==> config.mk <==
export PLATFORM = sky130hd
export DESIGN_NAME = muldiv_seq
export DESIGN_NICKNAME = d
export VERILOG_FILES = /design/src/rtl/muldiv_pkg.sv /design/src/rtl/muldiv_step.sv /design/src/rtl/muldiv_seq.sv
export SDC_FILE = /design/constraint.sdc
export NUM_CORES = 1
export LEC_CHECK = 0
export CAP_MARGIN = 5
export CORE_ASPECT_RATIO = 1.4
export CORE_MARGIN = 4
export CORE_UTILIZATION = 55
export DETAILED_ROUTE_END_ITERATION = 6
export GPL_ROUTABILITY_DRIVEN = 0
export PLACE_DENSITY = 0.73
export SLEW_MARGIN = 20
export SYNTH_ARGS = -nofsm -noshare
export SYNTH_HDL_FRONTEND = slang
export SYNTH_SLANG_ARGS = --single-unit
==> constraint.sdc <==
create_clock -name clk -period 11.6 [get_ports clk]
set_input_delay 3.48 -clock clk [delete_from_list [all_inputs] [get_ports clk]]
set_output_delay 3.48 -clock clk [all_outputs]
set_load 0.02 [all_outputs]
==> src/rtl/muldiv_pkg.sv <==
// muldiv_pkg: op codes, FSM state encoding and op-decode helpers shared by
// the multi-cycle multiply/divide sequencer.
// Optional build macro MULDIV_FUSE_EN (result reuse) is handled in muldiv_seq.
package muldiv_pkg;

  localparam int XLEN_DEFAULT = 32;

  // Same encoding as alufn[2:0] with alufn[4]=1.
  localparam logic [2:0] OP_MUL    = 3'b000;
  localparam logic [2:0] OP_MULH   = 3'b001;
  localparam logic [2:0] OP_MULHSU = 3'b010;
  localparam logic [2:0] OP_MULHU  = 3'b011;
  localparam logic [2:0] OP_DIV    = 3'b100;
  localparam logic [2:0] OP_DIVU   = 3'b101;
  localparam logic [2:0] OP_REM    = 3'b110;
  localparam logic [2:0] OP_REMU   = 3'b111;

  typedef enum logic [1:0] {
    ST_IDLE = 2'd0,
    ST_MUL  = 2'd1,
    ST_DIV  = 2'd2,
    ST_DONE = 2'd3
  } state_e;

  // Signedness classes used in the reuse tag.
  localparam logic [1:0] CLS_SS = 2'd0;
  localparam logic [1:0] CLS_SU = 2'd1;
  localparam logic [1:0] CLS_UU = 2'd2;

  function automatic logic op_a_signed(input logic [2:0] op);
    return (op == OP_MUL) || (op == OP_MULH) || (op == OP_MULHSU) ||
           (op == OP_DIV) || (op == OP_REM);
  endfunction

  function automatic logic op_b_signed(input logic [2:0] op);
    return (op == OP_MUL) || (op == OP_MULH) || (op == OP_DIV) || (op == OP_REM);
  endfunction

  function automatic logic [1:0] op_cls(input logic [2:0] op);
    if (op_a_signed(op) && op_b_signed(op)) return CLS_SS;
    else if (op_a_signed(op))               return CLS_SU;
    else                                    return CLS_UU;
  endfunction

  // Low half of the result pair: product low word or quotient.
  // High half: product high word or remainder.
  function automatic logic op_pick_lo(input logic [2:0] op);
    return (op == OP_MUL) || (op == OP_DIV) || (op == OP_DIVU);
  endfunction

endpackage

==> src/rtl/muldiv_step.sv <==
// muldiv_step: one combinational iteration of the magnitude datapath.
//   multiply: {hi,lo} holds {partial product, remaining multiplier bits};
//             add opnd when lo[0] is set, then shift the pair right by one.
//   divide:   {hi,lo} holds {partial remainder, remaining dividend bits};
//             shift left, trial-subtract opnd, keep the difference if it fits
//             and shift the quotient bit into lo[0].
module muldiv_step #(
  parameter int XLEN = 32
) (
  input  logic            is_div_i,
  input  logic [XLEN-1:0] hi_i,
  input  logic [XLEN-1:0] lo_i,
  input  logic [XLEN-1:0] opnd_i,
  output logic [XLEN-1:0] hi_o,
  output logic [XLEN-1:0] lo_o
);

  logic [XLEN:0]   sum;
  logic [XLEN:0]   shifted;
  logic [XLEN-1:0] diff;
  logic            fits;

  // Shift-add or restore-subtract step selected by is_div_i.
  always_comb begin
    sum     = {1'b0, hi_i} + (lo_i[0] ? {1'b0, opnd_i} : {(XLEN+1){1'b0}});
    shifted = {hi_i, lo_i[XLEN-1]};
    fits    = (shifted >= {1'b0, opnd_i});
    // The true difference is below opnd when it fits, so XLEN bits suffice.
    diff    = shifted[XLEN-1:0] - opnd_i;
    if (is_div_i) begin
      hi_o = fits ? diff : shifted[XLEN-1:0];
      lo_o = {lo_i[XLEN-2:0], fits};
    end else begin
      hi_o = sum[XLEN:1];
      lo_o = {sum[0], lo_i[XLEN-1:1]};
    end
  end

endmodule

==> src/rtl/muldiv_seq.sv <==
// muldiv_seq: multi-cycle RV32M multiply/divide sequencer.
// Operates on operand magnitudes for XLEN iterations, then one finalize edge
// applies the sign fix-up and result select. Divide-by-zero and signed
// overflow resolve at the accept edge and go straight to DONE.
// Build option: MULDIV_FUSE_EN keeps the last result pair plus an operand tag
// so a matching follow-up (MULH then MUL, DIV then REM) skips iteration.
//
// Handshake: a request transfers on a rising edge where req_valid & req_ready;
// the response transfers on a rising edge where resp_valid & resp_ready.
// resp_valid and resp_result stay stable until taken; flush drops any work,
// including an untaken result, and holds req_ready low while asserted.
module muldiv_seq
  import muldiv_pkg::*;
#(
  parameter int XLEN = XLEN_DEFAULT
) (
  input  logic            clk,
  input  logic            rst,
  input  logic            req_valid,
  output logic            req_ready,
  input  logic [2:0]      req_op,
  input  logic [XLEN-1:0] req_a,
  input  logic [XLEN-1:0] req_b,
  input  logic            flush,
  output logic            resp_valid,
  input  logic            resp_ready,
  output logic [XLEN-1:0] resp_result,
  output logic            busy,
  output state_e          dbg_state_o
);

  localparam int              CW       = $clog2(XLEN) + 1;
  localparam logic [CW-1:0]   LAST_CNT = CW'(XLEN);
  localparam logic [XLEN-1:0] MIN_NEG  = {1'b1, {(XLEN-1){1'b0}}};

  state_e            state_q, state_d;
  logic [CW-1:0]     cnt_q, cnt_d;
  logic [2:0]        op_q, op_d;
  logic              negp_q, negp_d;   // negate product / quotient
  logic              negr_q, negr_d;   // negate remainder
  logic [XLEN-1:0]   hi_q, hi_d;
  logic [XLEN-1:0]   lo_q, lo_d;
  logic [XLEN-1:0]   opnd_q, opnd_d;
  logic [XLEN-1:0]   result_q, result_d;

  logic [XLEN-1:0]   pair_hi, pair_lo;
  logic [XLEN-1:0]   step_hi, step_lo;
  logic [XLEN-1:0]   mag_a, mag_b;
  logic [XLEN-1:0]   fuse_hi, fuse_lo;
  logic [2*XLEN-1:0] prod_fix;
  logic              accept, sa, sb, div_zero, div_ovf, fuse_hit;

  assign req_ready   = (state_q == ST_IDLE) & ~flush;
  assign accept      = req_valid & req_ready;
  assign resp_valid  = (state_q == ST_DONE);
  assign resp_result = result_q;
  assign busy        = (state_q != ST_IDLE);
  assign dbg_state_o = state_q;

  assign sa       = op_a_signed(req_op) & req_a[XLEN-1];
  assign sb       = op_b_signed(req_op) & req_b[XLEN-1];
  assign mag_a    = sa ? -req_a : req_a;
  assign mag_b    = sb ? -req_b : req_b;
  assign div_zero = req_op[2] & (req_b == '0);
  assign div_ovf  = ((req_op == OP_DIV) | (req_op == OP_REM)) &
                    (req_a == MIN_NEG) & (req_b == '1);
  assign prod_fix = negp_q ? -{hi_q, lo_q} : {hi_q, lo_q};

  muldiv_step #(.XLEN(XLEN)) u_step (
    .is_div_i (state_q == ST_DIV),
    .hi_i     (hi_q),
    .lo_i     (lo_q),
    .opnd_i   (opnd_q),
    .hi_o     (step_hi),
    .lo_o     (step_lo)
  );

  // Next-state, iteration and finalize logic; flush overrides everything.
  always_comb begin
    state_d  = state_q;
    cnt_d    = cnt_q;
    op_d     = op_q;
    negp_d   = negp_q;
    negr_d   = negr_q;
    hi_d     = hi_q;
    lo_d     = lo_q;
    opnd_d   = opnd_q;
    result_d = result_q;
    pair_hi  = '0;
    pair_lo  = '0;
    case (state_q)
      ST_IDLE: begin
        if (accept) begin
          op_d   = req_op;
          negp_d = sa ^ sb;
          negr_d = sa;
          cnt_d  = '0;
          if (div_zero | div_ovf | fuse_hit) begin
            if (div_zero) begin
              pair_hi = req_a;
              pair_lo = '1;
            end else if (div_ovf) begin
              pair_hi = '0;
              pair_lo = MIN_NEG;
            end else begin
              pair_hi = fuse_hi;
              pair_lo = fuse_lo;
            end
            result_d = op_pick_lo(req_op) ? pair_lo : pair_hi;
            state_d  = ST_DONE;
          end else if (req_op[2]) begin
            hi_d    = '0;
            lo_d    = mag_a;
            opnd_d  = mag_b;
            state_d = ST_DIV;
          end else begin
            hi_d    = '0;
            lo_d    = mag_b;
            opnd_d  = mag_a;
            state_d = ST_MUL;
          end
        end
      end
      ST_MUL, ST_DIV: begin
        if (cnt_q != LAST_CNT) begin
          hi_d  = step_hi;
          lo_d  = step_lo;
          cnt_d = cnt_q + CW'(1);
        end else begin
          if (state_q == ST_MUL) begin
            {pair_hi, pair_lo} = prod_fix;
          end else begin
            pair_hi = negr_q ? -hi_q : hi_q;
            pair_lo = negp_q ? -lo_q : lo_q;
          end
          result_d = op_pick_lo(op_q) ? pair_lo : pair_hi;
          cnt_d    = '0;
          state_d  = ST_DONE;
        end
      end
      ST_DONE: begin
        if (resp_ready) state_d = ST_IDLE;
      end
      default: state_d = ST_IDLE;
    endcase
    if (flush) begin
      state_d = ST_IDLE;
      cnt_d   = '0;
    end
  end

  // State, counter and datapath registers.
  always_ff @(posedge clk or posedge rst) begin
    if (rst) begin
      state_q  <= ST_IDLE;
      cnt_q    <= '0;
      op_q     <= OP_MUL;
      negp_q   <= 1'b0;
      negr_q   <= 1'b0;
      hi_q     <= '0;
      lo_q     <= '0;
      opnd_q   <= '0;
      result_q <= '0;
    end else begin
      state_q  <= state_d;
      cnt_q    <= cnt_d;
      op_q     <= op_d;
      negp_q   <= negp_d;
      negr_q   <= negr_d;
      hi_q     <= hi_d;
      lo_q     <= lo_d;
      opnd_q   <= opnd_d;
      result_q <= result_d;
    end
  end

`ifdef MULDIV_FUSE_EN
  logic            tag_valid_q;
  logic [XLEN-1:0] tag_a_q, tag_b_q;
  logic [XLEN-1:0] tag_hi_q, tag_lo_q;
  logic [1:0]      tag_cls_q;
  logic            tag_div_q;
  logic            enter_done;

  assign enter_done = (state_q != ST_DONE) & (state_d == ST_DONE);
  assign fuse_hit   = tag_valid_q & (tag_a_q == req_a) & (tag_b_q == req_b) &
                      (tag_cls_q == op_cls(req_op)) & (tag_div_q == req_op[2]);
  assign fuse_hi    = tag_hi_q;
  assign fuse_lo    = tag_lo_q;

  // Tag fields are captured at accept; the tag becomes valid only once the
  // result pair lands, so a flushed or reset operation never leaves a tag.
  always_ff @(posedge clk or posedge rst) begin
    if (rst) begin
      tag_valid_q <= 1'b0;
      tag_a_q     <= '0;
      tag_b_q     <= '0;
      tag_cls_q   <= CLS_SS;
      tag_div_q   <= 1'b0;
      tag_hi_q    <= '0;
      tag_lo_q    <= '0;
    end else if (flush) begin
      tag_valid_q <= 1'b0;
    end else begin
      if (accept) begin
        tag_a_q     <= req_a;
        tag_b_q     <= req_b;
        tag_cls_q   <= op_cls(req_op);
        tag_div_q   <= req_op[2];
        tag_valid_q <= 1'b0;
      end
      if (enter_done) begin
        tag_hi_q    <= pair_hi;
        tag_lo_q    <= pair_lo;
        tag_valid_q <= 1'b1;
      end
    end
  end
`else
  assign fuse_hit = 1'b0;
  assign fuse_hi  = '0;
  assign fuse_lo  = '0;
`endif

endmodule

==> results of run 1 <==
## registers in the layout (all words and copies together) (netlist names)
register,flops
hi_q,32
lo_q,32
opnd_q,32
resp_result,32
cnt_q,6
op_q,3
dbg_state_o,2
negp_q,1
negr_q,1
## placed cells by master (no fill, tap or decap), types with 9 or more instances in the layout
master,n
sky130_fd_sc_hd__inv_1,75
sky130_fd_sc_hd__and2_1,17
sky130_fd_sc_hd__o31ai_1,19
sky130_fd_sc_hd__o21a_1,15
sky130_fd_sc_hd__nand3_1,30
sky130_fd_sc_hd__and3_1,9
sky130_fd_sc_hd__nor2b_1,18
sky130_fd_sc_hd__xnor2_1,78
sky130_fd_sc_hd__a21o_1,25
sky130_fd_sc_hd__or3_1,20
sky130_fd_sc_hd__or4_1,13
sky130_fd_sc_hd__o21bai_1,9
sky130_fd_sc_hd__o21ai_0,230
sky130_fd_sc_hd__a22oi_1,18
sky130_fd_sc_hd__nand4_1,18
sky130_fd_sc_hd__mux2_2,32
sky130_fd_sc_hd__nor4_1,14
sky130_fd_sc_hd__nor2_1,211
sky130_fd_sc_hd__a211oi_1,44
sky130_fd_sc_hd__xor2_1,88
sky130_fd_sc_hd__clkbuf_16,17
sky130_fd_sc_hd__a21oi_1,186
sky130_fd_sc_hd__o211ai_1,21
sky130_fd_sc_hd__clkdlybuf4s50_1,107
sky130_fd_sc_hd__nand2_1,200
sky130_fd_sc_hd__mux2i_1,20
sky130_fd_sc_hd__buf_4,20
sky130_fd_sc_hd__a31oi_1,26
sky130_fd_sc_hd__nor3_1,42
sky130_fd_sc_hd__ha_1,74
sky130_fd_sc_hd__nand2b_1,18
sky130_fd_sc_hd__dfrtp_1,141
## metal layers
layer  GRT usage  wire length [um]  vias up
met3      0.0560              3830      194
met1       0.422             19000     7118
met5           0                 0        -
met2       0.592             24800      794
li1            -                 -     7096
met4       0.249              4300        0
## cell type report
type	instances	area, sq um
Timing Repair Buffer	127	1220
Tap cell	319	399
Clock inverter	12	138
Fill cell	2287	9380
Inverter	78	298
Clock buffer	20	457
Sequential cell	141	3530
Multi-Input combinational cell	1614	10100
## metrics by stage
step / cell area (sq um) / util / hold WS (ps)
global placement: 15600 / 0.609 / 454
global route: 16200 / 0.633 / 505
CTS: 16200 / 0.633 / 480
detailed placement: 15600 / 0.609 / 467
finish: 16200 / 0.633 / 477
floorplan: 14400 / - / 450
## worst min-delay path: cells and delay by family (launching register included)
family,cells,cell delay [ps]
simple gates,2,110
flops,1,340
## how the worst max path moves through the flow
stage                     start   endpoint  slack, ps  depth (start not counted)
after floorplan           flush  req_ready       4160                          2
after global placement    flush  req_ready       3230                          3
after detailed placement  flush  req_ready       3230                          3
after CTS                 flush  req_ready       3230                          3
after global routing      flush  req_ready       3170                          3
final                     flush  req_ready       3240                          3
## power breakdown
group	leakage (nW)	internal [mW]	switching (mW)	total, mW
registers	1.82	0.687	0.311	0.998
logic	4.72	1.16	1.87	3.02
clock network	0.275	0.330	0.241	0.570
## cells by family (layout without fill, tap and decap cells)
family                   Yosys count  count (layout)  share of synthesized area
AO/OA/AOI/OAI                    675             675                      0.286
multiplexers                      52              52                     0.0391
flip-flops                       141             141                      0.246
adder cells (fa/ha/maj)           78              78                     0.0690
XOR/XNOR                         166             166                      0.101
buffers and inverters            193             237                     0.0513
AND/OR/NAND/NOR                  643             643                      0.208
==> flow_metrics.tcl, run 1 <==
set metrics [dict create \
    endpoint_kind "primary output" \
    synthArstFlopShare 1.00 \
    cpPeakStageDelay_ps 630 \
    timing.clock.skew_ps 13.0 \
    antennaDiodeCount 0 \
    actual_transition_at_the_worst_max_transition_pin_ps 1090 \
    fin_crit_sh 0.720 \
    synth_top_area_share 0.246 \
    commonest_register_cell_after_synthesis "sky130_fd_sc_hd__dfrtp_1" \
    via_count_of_the_first_global_routing_pass 14300 \
    number_of_nets_at_the_end_of_the_flow 2129 \
    total_power_mw 4.59 \
    hold_path_end "resp_result[23]$_DFFE_PP0P_" \
    yosysMostFrequentCell "sky130_fd_sc_hd__o21ai_0" \
    power.ir.vdd_worst_mv 0.290 \
    std_cell_rows 69 \
    grt_antenna_before_repair 0 \
    fp.dieArea_sq_mm 0.0288 \
    dp_hpwl_mm 40.1 \
    synth.yosys.warnings 0 \
    grt_first_pass_wirelength_mm 79.7 \
    placedCellCount 2279 \
    synth_commonest_cells "sky130_fd_sc_hd__o21ai_0 (230), sky130_fd_sc_hd__nor2_1 (211), sky130_fd_sc_hd__nand2_1 (200)" \
    ctsRootBufferMaster "sky130_fd_sc_hd__clkbuf_16" \
    post_synth_inst_count 1948 \
    hold_buffers 0 \
    i_o_pin_total 109 \
    whs_path_depth 2 \
    clkLatencyLatePin_ps 440 \
    critical_path_class "in -> out" \
    finalSetupViolCount 0 \
    power.density_mw_per_mm2 284 \
    drive_gt1_frac 0.0547 \
    crit_path_frequent_cell "sky130_fd_sc_hd__clkdlybuf4s50_1" \
    holdCritStartpoint "resp_result[23]$_DFFE_PP0P_" \
    grt.overflow.total 0 \
    timing.hold.worst.class "reg -> reg" \
    worst_slack_at_placement_ps 3230 \
    port-buffer-count 108 \
    clock_tree_from_tritoncts "built" \
    synth_area_leader_cell "sky130_fd_sc_hd__dfrtp_1" \
    final-max-slew-violation-count 0 \
    initial_core_util 0.562 \
    mappedNetlistNets 2098 \
    tns_ps 0 \
    cts.path.max_buffers 2 \
    ordered_cell_list_for_the_critical_path "clkdlybuf4s50_1 > nor2_1 > clkdlybuf4s50_1" \
    postCtsResizedCells 0 \
    final-hold-violation-count 0 \
    coreArea_sq_mm 0.0256 \
    r2r_slack_ps 6770 \
    gr-usage-all-layers 0.358 \
    cts-htree-levels 4 \
    critPathBufInv 2 \
    die_height_um 199 \
    wl_per_cell_um 22.5 \
    post_drt_via_cell_ratio 6.58 \
    synth_cell_types 77 \
    instances_no_fill 2311 \
    synth-seq-cells 141 \
    critical_path_peak_fanout 11 \
    setup_repair_bufs_after_cts 0 \
    synth-edff-count 0 \
    finalWorstPathRequiredPeriod_ps 8360 \
    worst-r2r-cell-count 12 \
    pin_count_of_the_biggest_net_entering_global_routing 89 \
    clk_pin_slew_ps 60 \
    ys_top_cells_by_area "sky130_fd_sc_hd__dfrtp_1 (25%), sky130_fd_sc_hd__o21ai_0 (8.0%), sky130_fd_sc_hd__ha_1 (6.6%), sky130_fd_sc_hd__a21oi_1 (6.5%), sky130_fd_sc_hd__nor2_1 (5.5%)" \
    dr.first_iter.drc_count 1563 \
    synthesis.area_per_instance_sq_um 7.37 \
    startpoint_of_the_worst_slack_reg_to_reg_timing_path "lo_q[0]$_DFFE_PP0P_" \
    crit_path_start_kind "primary input" \
    rsz0062_at_grt "no" \
    final_antenna_violating_net_count 0 \
    clock_sinks 141 \
    fmax_mhz 120 \
    worst_r2r_endpoint "hi_q[29]$_DFFE_PP0P_" \
    run_status "finished with violations" \
    ys_seq_area_frac 0.246 \
    cts_made_buffers 17 \
    critPathRequiredTime_ps 8120 \
    die_width_um 145 \
    post-route-worst-setup-slack_ps 3240 \
    route.final.wire_length_mm 51.9 \
    leakage_nw 6.82 \
    slew-limit-headroom 0.272 \
    detailroute.via_count 15200 \
    failing_checks "DRC" \
    layout_stage_area_growth_over_the_synthesis_result_pct 12.7 \
    cp_top_family "buffers and inverters" \
    max_capacitance_violation_count 0 \
    synth.cell_area_sq_mm 0.0144 \
    critPathArrivalTime_ps 4880 \
    cp_slowest_cell "sky130_fd_sc_hd__clkdlybuf4s50_1" \
    total_iterations_of_the_first_detailed_routing_run 7 \
    drc_viols 1 \
]
No activity file was read; power rests on OpenSTA's default activity.
==> run 2, diff against run 1 <==
Settings changed: PLACE_DENSITY 0.73 to 0.76.
Clock period 11.6 ns to 7 ns, I/O delays scaled along.
==> flow_metrics.tcl, run 2 (synthesized netlist as in run 1, its figures left out) <==
set metrics [dict create \
    run_status "complete, no violations" \
    placedCellCount 2283 \
    die_height_um 199 \
    clkLatencyLatePin_ps 460 \
    crit_path_start_kind "primary input" \
    drc_viols 0 \
    postCtsResizedCells 0 \
    initial_core_util 0.562 \
    clk_pin_slew_ps 60 \
    final-max-slew-violation-count 0 \
    finalSetupViolCount 0 \
    ctsRootBufferMaster "sky130_fd_sc_hd__clkbuf_16" \
    power.density_mw_per_mm2 472 \
    multiInputGateArea_sq_mm 0.0101 \
    wl_per_cell_um 22.9 \
    timing.hold.worst.class "reg -> reg" \
    slew-limit-headroom 0.287 \
    mostFrequentLayoutCell "sky130_fd_sc_hd__o21ai_0" \
    grt_antenna_before_repair 1 \
    drive_gt1_frac 0.0576 \
    via_count_of_the_first_global_routing_pass 14800 \
    post_drt_via_cell_ratio 6.64 \
    cts.path.max_buffers 2 \
    cts_made_buffers 17 \
    mostFrequentLayoutCells "sky130_fd_sc_hd__o21ai_0 (230), sky130_fd_sc_hd__nor2_1 (211), sky130_fd_sc_hd__nand2_1 (200)" \
    critPathRequiredTime_ps 7360 \
    endpoint_kind "flop" \
    dp_hpwl_mm 40.8 \
    setup_repair_bufs_after_cts 0 \
    fin_crit_sh 0.828 \
    detailroute.via_count 15400 \
    die_width_um 145 \
    grt.overflow.total 0 \
    gr-usage-all-layers 0.366 \
    instances_no_fill 2315 \
    clock_sinks 141 \
    fp.dieArea_sq_mm 0.0288 \
    route.final.wire_length_mm 52.9 \
    dr.first_iter.drc_count 1768 \
    tns_ps 0 \
    total_iterations_of_the_first_detailed_routing_run 6 \
    cts-htree-levels 4 \
    hold_buffers 0 \
    std_cell_rows 69 \
    critical_path_peak_fanout 33 \
    antennaDiodeCount 0 \
    max_capacitance_violation_count 0 \
    leakage_nw 6.86 \
    number_of_nets_at_the_end_of_the_flow 2133 \
    power.ir.vdd_worst_mv 0.335 \
    final_antenna_violating_net_count 0 \
    fmax_mhz 172 \
    final.fill_count 2290 \
    actual_transition_at_the_worst_max_transition_pin_ps 1060 \
    port-buffer-count 108 \
    layout_stage_area_growth_over_the_synthesis_result_pct 13.2 \
    rsz0062_at_grt "no" \
    i_o_pin_total 109 \
    coreArea_sq_mm 0.0256 \
    pin_count_of_the_biggest_net_entering_global_routing 81 \
    clock_tree_from_tritoncts "built" \
    critPathArrivalTime_ps 6160 \
    critical_path_class "in -> reg" \
    grt_first_pass_wirelength_mm 81.2 \
    finalWorstPathRequiredPeriod_ps 5800 \
    total_area_of_sequential_cells_sq_mm 0.00353 \
    timing.clock.skew_ps 15.5 \
    final-hold-violation-count 0 \
]
==> run 2: changes by cell type in the layout (fill, tap and decap cells not counted), sizes merged <==
cell      before  now
bufinv         2    3
clkinv         4    6
clkinvlp       5    2
buf           20   24
clkbuf        20   18
inv           79   81
==> run 2: final cells by class <==
| class | instances | area share |
|---|---|---|
| multi-input cells | 1614 | 0.624 |
| flip-flops and latches | 141 | 0.217 |
| repair buffers | 131 | 0.0778 |
| clock buffers | 18 | 0.0270 |
| well taps | 319 | 0.0246 |
| inverters | 78 | 0.0183 |
| clock inverters | 14 | 0.0113 |
==> run 2: layer usage <==
| layer | global-route usage | share of wire |
|---|---|---|
| met5 | 0 | 0.00025 |
| met4 | 0.261 | 0.087 |
| met3 | 0.0821 | 0.089 |
| met2 | 0.606 | 0.48 |
| met1 | 0.413 | 0.35 |
==> run 2: final timing paths <==
kind | startpoint | end | slack (ps) | cells past startpoint
setup reg to reg | lo_q[0]$_DFFE_PP0P_ | resp_result[30]$_DFFE_PP0P_ | 2040 | 12
setup / recovery | req_a[4] | hi_q[9]$_DFFE_PP0P_ | 1200 | 10
hold reg to reg | resp_result[23]$_DFFE_PP0P_ | resp_result[23]$_DFFE_PP0P_ | 470 | 2
hold / removal | resp_result[23]$_DFFE_PP0P_ | resp_result[23]$_DFFE_PP0P_ | 470 | 2
min in group asynchronous | rst | cnt_q[5]$_DFFE_PP0P_ | 2110 | 2
max in group asynchronous | rst | opnd_q[12]$_DFFE_PP0P_ | 3830 | 3
==> run 2: per-stage QoR <==
stage	total power, mW	area [sq um]	hold WS (ps)	utilization	setup WS (ps)
floorplan	5.07	14400	450	-	1120
global placement	6.43	15600	462	0.611	1000
detailed placement	6.53	15600	466	0.611	833
CTS	7.52	16200	480	0.635	1300
global route	8.19	16200	509	0.636	889
finish	7.67	16200	474	0.636	1200
==> run 2: critical path, cell delays in order <==
cell                              delay [ps]
sky130_fd_sc_hd__clkdlybuf4s50_1         500
sky130_fd_sc_hd__nor4_1                  750
sky130_fd_sc_hd__nand3_1                 300
sky130_fd_sc_hd__nor4_2                  430
sky130_fd_sc_hd__a21oi_1                 200
sky130_fd_sc_hd__and2_1                  360
sky130_fd_sc_hd__a21oi_4                 840
sky130_fd_sc_hd__buf_4                   410
sky130_fd_sc_hd__a22oi_1                 130
sky130_fd_sc_hd__o21ai_0                 110
==> run 2: power breakdown <==
part           leakage, nW  internal, mW  switching [mW]  total (mW)
logic                 4.74          1.93            3.14        5.07
clock network        0.298         0.576           0.405       0.981
registers             1.82          1.14           0.482        1.62
total                 6.86          3.65            4.02        7.67
==> run 3, diff against run 2 <==
Settings changed: PLACE_DENSITY 0.76 to 0.73.
Clock period 7 ns to 5.4 ns, I/O delays scaled along.
==> flow_metrics.tcl, run 3 (synthesized netlist as in run 1, its figures left out) <==
set metrics [dict create \
    run_status "finished with violations" \
    failing_checks "DRC" \
    route.final.wire_length_mm 53.0 \
    hold_buffers 0 \
    critPathArrivalTime_ps 5430 \
    finalSetupViolCount 0 \
    endpoint_kind "flop" \
    std_cell_rows 69 \
    wl_per_cell_um 22.8 \
    antennaDiodeCount 0 \
    whs_path_depth 2 \
    coreArea_sq_mm 0.0256 \
    final-max-slew-violation-count 0 \
    internal_power_contribution_mw 4.73 \
    clock_sinks 141 \
    timing.hold.worst.class "reg -> reg" \
    port-buffer-count 108 \
    p_clk_frac 0.120 \
    rsz0062_at_grt "no" \
    i_o_pin_total 109 \
    post_drt_via_cell_ratio 6.58 \
    timing.clock.skew_ps 12.2 \
    final-hold-violation-count 0 \
    actual_transition_at_the_worst_max_transition_pin_ps 1100 \
    fin_crit_sh 0.947 \
    placedCellCount 2295 \
    drive_gt1_frac 0.0618 \
    leakage_nw 6.92 \
    clock_tree_from_tritoncts "built" \
    total_area_of_sequential_cells_sq_mm 0.00353 \
    drc_viols 1 \
    post-route-worst-setup-slack_ps 287 \
    critical_path_class "in -> reg" \
    final_antenna_violating_net_count 0 \
    max_capacitance_violation_count 0 \
    mostFrequentLayoutCell "sky130_fd_sc_hd__o21ai_0" \
    power.density_mw_per_mm2 612 \
    clk_pin_slew_ps 60 \
    dp_hpwl_mm 40.9 \
    instances_no_fill 2325 \
    cts_made_buffers 17 \
    fp.dieArea_sq_mm 0.0288 \
    switchingPower_mw 5.25 \
    final.fill_count 2327 \
    power.ir.vdd_worst_mv 0.367 \
    tns_ps 0 \
    via_count_of_the_first_global_routing_pass 14600 \
    multiInputGateArea_sq_mm 0.0101 \
    gr-usage-all-layers 0.365 \
    cts-htree-levels 4 \
    die_width_um 145 \
    layout_stage_area_growth_over_the_synthesis_result_pct 13.7 \
    grt_antenna_before_repair 0 \
    pin_count_of_the_biggest_net_entering_global_routing 84 \
    comb_power_share 0.666 \
    worst-r2r-cell-count 13 \
    cts.path.max_buffers 2 \
    grt.overflow.total 0 \
    crit_path_start_kind "primary input" \
    ctsRootBufferMaster "sky130_fd_sc_hd__clkbuf_16" \
    slew-limit-headroom 0.267 \
    finalWorstPathRequiredPeriod_ps 5110 \
    dr.first_iter.drc_count 1548 \
    clkLatencyLatePin_ps 440 \
    postCtsResizedCells 0 \
    worst_slack_at_placement_ps 46.8 \
    die_height_um 199 \
    number_of_nets_at_the_end_of_the_flow 2145 \
    setup_repair_bufs_after_cts 0 \
    critPathRequiredTime_ps 5720 \
    pwr-share-seq 0.214 \
    sw_frac_of_total 0.526 \
    detailroute.via_count 15300 \
    grt_first_pass_wirelength_mm 80.7 \
    critical_path_peak_fanout 14 \
    total_iterations_of_the_first_detailed_routing_run 7 \
    initial_core_util 0.562 \
    mostFrequentLayoutCells "sky130_fd_sc_hd__o21ai_0 (230), sky130_fd_sc_hd__nor2_1 (211), sky130_fd_sc_hd__nand2_1 (200)" \
    fmax_mhz 196 \
]
## run 3: final cells by class
type	count	share of cell area
timing repair buffer	143	0.0845
clock buffer	21	0.0288
clock inverter	9	0.00690
multi-input combinational	1614	0.621
inverter	78	0.0182
sequential	141	0.216
tap	319	0.0245
## run 3: final timing paths
check / slack, ps / to / start
worst min-delay path: 480 / opnd_q[14]$_DFFE_PP0P_ / opnd_q[14]$_DFFE_PP0P_
max in group asynchronous: 2780 / opnd_q[9]$_DFFE_PP0P_ / rst
worst max register to register: 700 / hi_q[29]$_DFFE_PP0P_ / lo_q[0]$_DFFE_PP0P_
min in group asynchronous: 1650 / resp_result[12]$_DFFE_PP0P_ / rst
worst max-delay path: 290 / hi_q[16]$_DFFE_PP0P_ / req_a[11]
worst min register to register: 480 / opnd_q[14]$_DFFE_PP0P_ / opnd_q[14]$_DFFE_PP0P_
## run 3: stage by stage
step | area, sq um | util | hold slack (ps) | total power [mW]
2_1_floorplan | 14400 | - | 450 | 6.57
3_3_place_gp | 15700 | 0.616 | 457 | 8.45
3_5_place_dp | 15700 | 0.616 | 469 | 8.55
4_1_cts | 16300 | 0.638 | 484 | 9.80
5_1_grt | 16300 | 0.638 | 505 | 10.6
6_report | 16300 | 0.638 | 479 | 9.98
## run 3: layer usage
layer | share of wire | GRT usage | wire length (um)
met5 | 0 | 0 | 0
met4 | 0.088 | 0.262 | 4670
met3 | 0.073 | 0.0567 | 3850
met2 | 0.47 | 0.608 | 25000
met1 | 0.37 | 0.423 | 19400
## run 3: critical path, stage by stage
cell                              delay, ps
sky130_fd_sc_hd__clkdlybuf4s50_1        520
sky130_fd_sc_hd__nor4_1                 540
sky130_fd_sc_hd__nand3_1                320
sky130_fd_sc_hd__nor4_2                 540
sky130_fd_sc_hd__a21oi_1                300
sky130_fd_sc_hd__and2_1                 250
sky130_fd_sc_hd__o21ai_0                320
sky130_fd_sc_hd__buf_4                  210
sky130_fd_sc_hd__nor2_1                 150
sky130_fd_sc_hd__buf_4                  300
sky130_fd_sc_hd__a221o_1                330
## run 3: power by group through the flow
stage | clock, mW | combinational [mW] | sequential [mW]
after global placement | 0 | 6.35 | 2.10
after CTS | 1.21 | 6.48 | 2.11
after detailed placement | 0 | 6.43 | 2.12
after global routing | 1.26 | 7.21 | 2.17
final | 1.20 | 6.65 | 2.14
after floorplan | 0 | 4.65 | 1.92
==> RTL change, RTL diff (settings of run 2) <==
Put one more register stage on the output `dbg_state_o`. The value now appears one clock later. The other outputs are not delayed to match.
--- a/src/rtl/muldiv_seq.sv
+++ b/src/rtl/muldiv_seq.sv
@@ -56,5 +56,7 @@
   assign resp_result = result_q;
   assign busy        = (state_q != ST_IDLE);
-  assign dbg_state_o = state_q;
+  always_ff @(posedge clk) begin
+    dbg_state_o <= state_q;
+  end
 
   assign sa       = op_a_signed(req_op) & req_a[XLEN-1];
Formal check against the unedited RTL: not equivalent (a bounded check fails within 4 cycles, from zero or initial values and one cycle with rst high).
==> RTL change against run 2 <==
- cell count shrank 2.0%
- clock skew decreased by 5.3 ps
- routed wire length fell by 7.0%
- worst hold slack gained 3.2 ps
- combinational power grew 4%
- utilization down 0.44 points
- synthesized area fell by 0.22%
- final area is 0.69% lower
- setup slack improved by 200 ps
- sequential cell count increased by 2
- via count is 4.4% lower
- total power grew 2.8%
- clock power down 1%
- sequential power up 2%
- highest routed layer is now met4
==> RTL change: results (changes against run 2) <==
Routed wl met2 -> 24.5 mm (-2.6%)
Max FO, Critical Path -> 11 (-67%)
Iteration-0 DRC Markers -> 1,381 (-22%)
CP arrival -> 3500 ps (-2660 ps)
Final Non-Filler Cells -> 2,268 (-2.0%)
Post-synth top cells -> nor2_1, a21oi_1, nand2_1
Peak supply drop -> 0.604 mV (+80%)
Comb pwr share -> 0.667 (+0.006)
Buffering overhead -> 0.0766 (-0.00116)
Total global-route track usage -> 0.343 (-0.0236)
Power share of the clock group -> 0.123 (-0.005)
Syn Inst Count -> 1,900 (-2.5%)
Initial antenna violation count -> 0 (-1)
#FFs+latches synth -> 143 (+1.4%)
Final Skew -> 10.2 ps (-5.33 ps)
Worst-path cell with the longest stage delay -> clkdlybuf4s50_1
Bufs w/o clock -> 129 (-1.5%)
Post-synthesis compound-gate area fraction -> 0.272 (-0.0142)
Post-synthesis xor/xnor area fraction -> 0.107 (+0.00572)
Drt via density -> 6.47 (-2.4%)
Crit path max-delay family -> buffers and inverters
Status -> completed
DR WL met3 -> 3.18 mm (-32%)
DR top layer -> met4
Wire length on met1 -> 18.2 mm (-1.3%)
Largest net degree at the start of global routing -> 114 (+41%)
Yosys cell types -> 83 (+7.8%)
Clock-cell share of area -> 0.0380 (-0.000353)
Detailed placement HPWL -> 38.3 mm (-6.1%)
Post-DP Area -> 15,500 µm² (-0.62%)
## RTL change: changes by cell type after synthesis, sizes merged, moves of 9 or more
cell,before,now
a21o,25,37
a21oi,188,220
a31oi,27,13
buf,11,33
clkbuf,104,79
nand2,200,169
nand3,30,16
nor2,212,242
nor2b,18,8
nor3,43,27
o21ai,236,158
o22ai,3,16
o31ai,19,28
xnor2,78,89
## RTL change: final timing paths
check	cells after the start	slack, ps	endpoint	start
setup / recovery	3	1400	req_ready	flush
hold / removal	0	480	dbg_state_o[1]	state_q[1]
setup reg to reg	13	2500	hi_q[29]	lo_q[0]
hold reg to reg	0	480	dbg_state_o[1]	state_q[1]
max in group asynchronous	3	3640	opnd_q[19]	rst
min in group asynchronous	2	2220	negp_q	rst
## RTL change: through the flow
| stage | hold slack [ps] | utilization |
|---|---|---|
| finish | 477 | 0.631 |
| global route | 491 | 0.631 |
| CTS | 479 | 0.631 |
| detailed placement | 466 | 0.607 |
| global placement | 462 | 0.607 |
| floorplan | 395 | - |
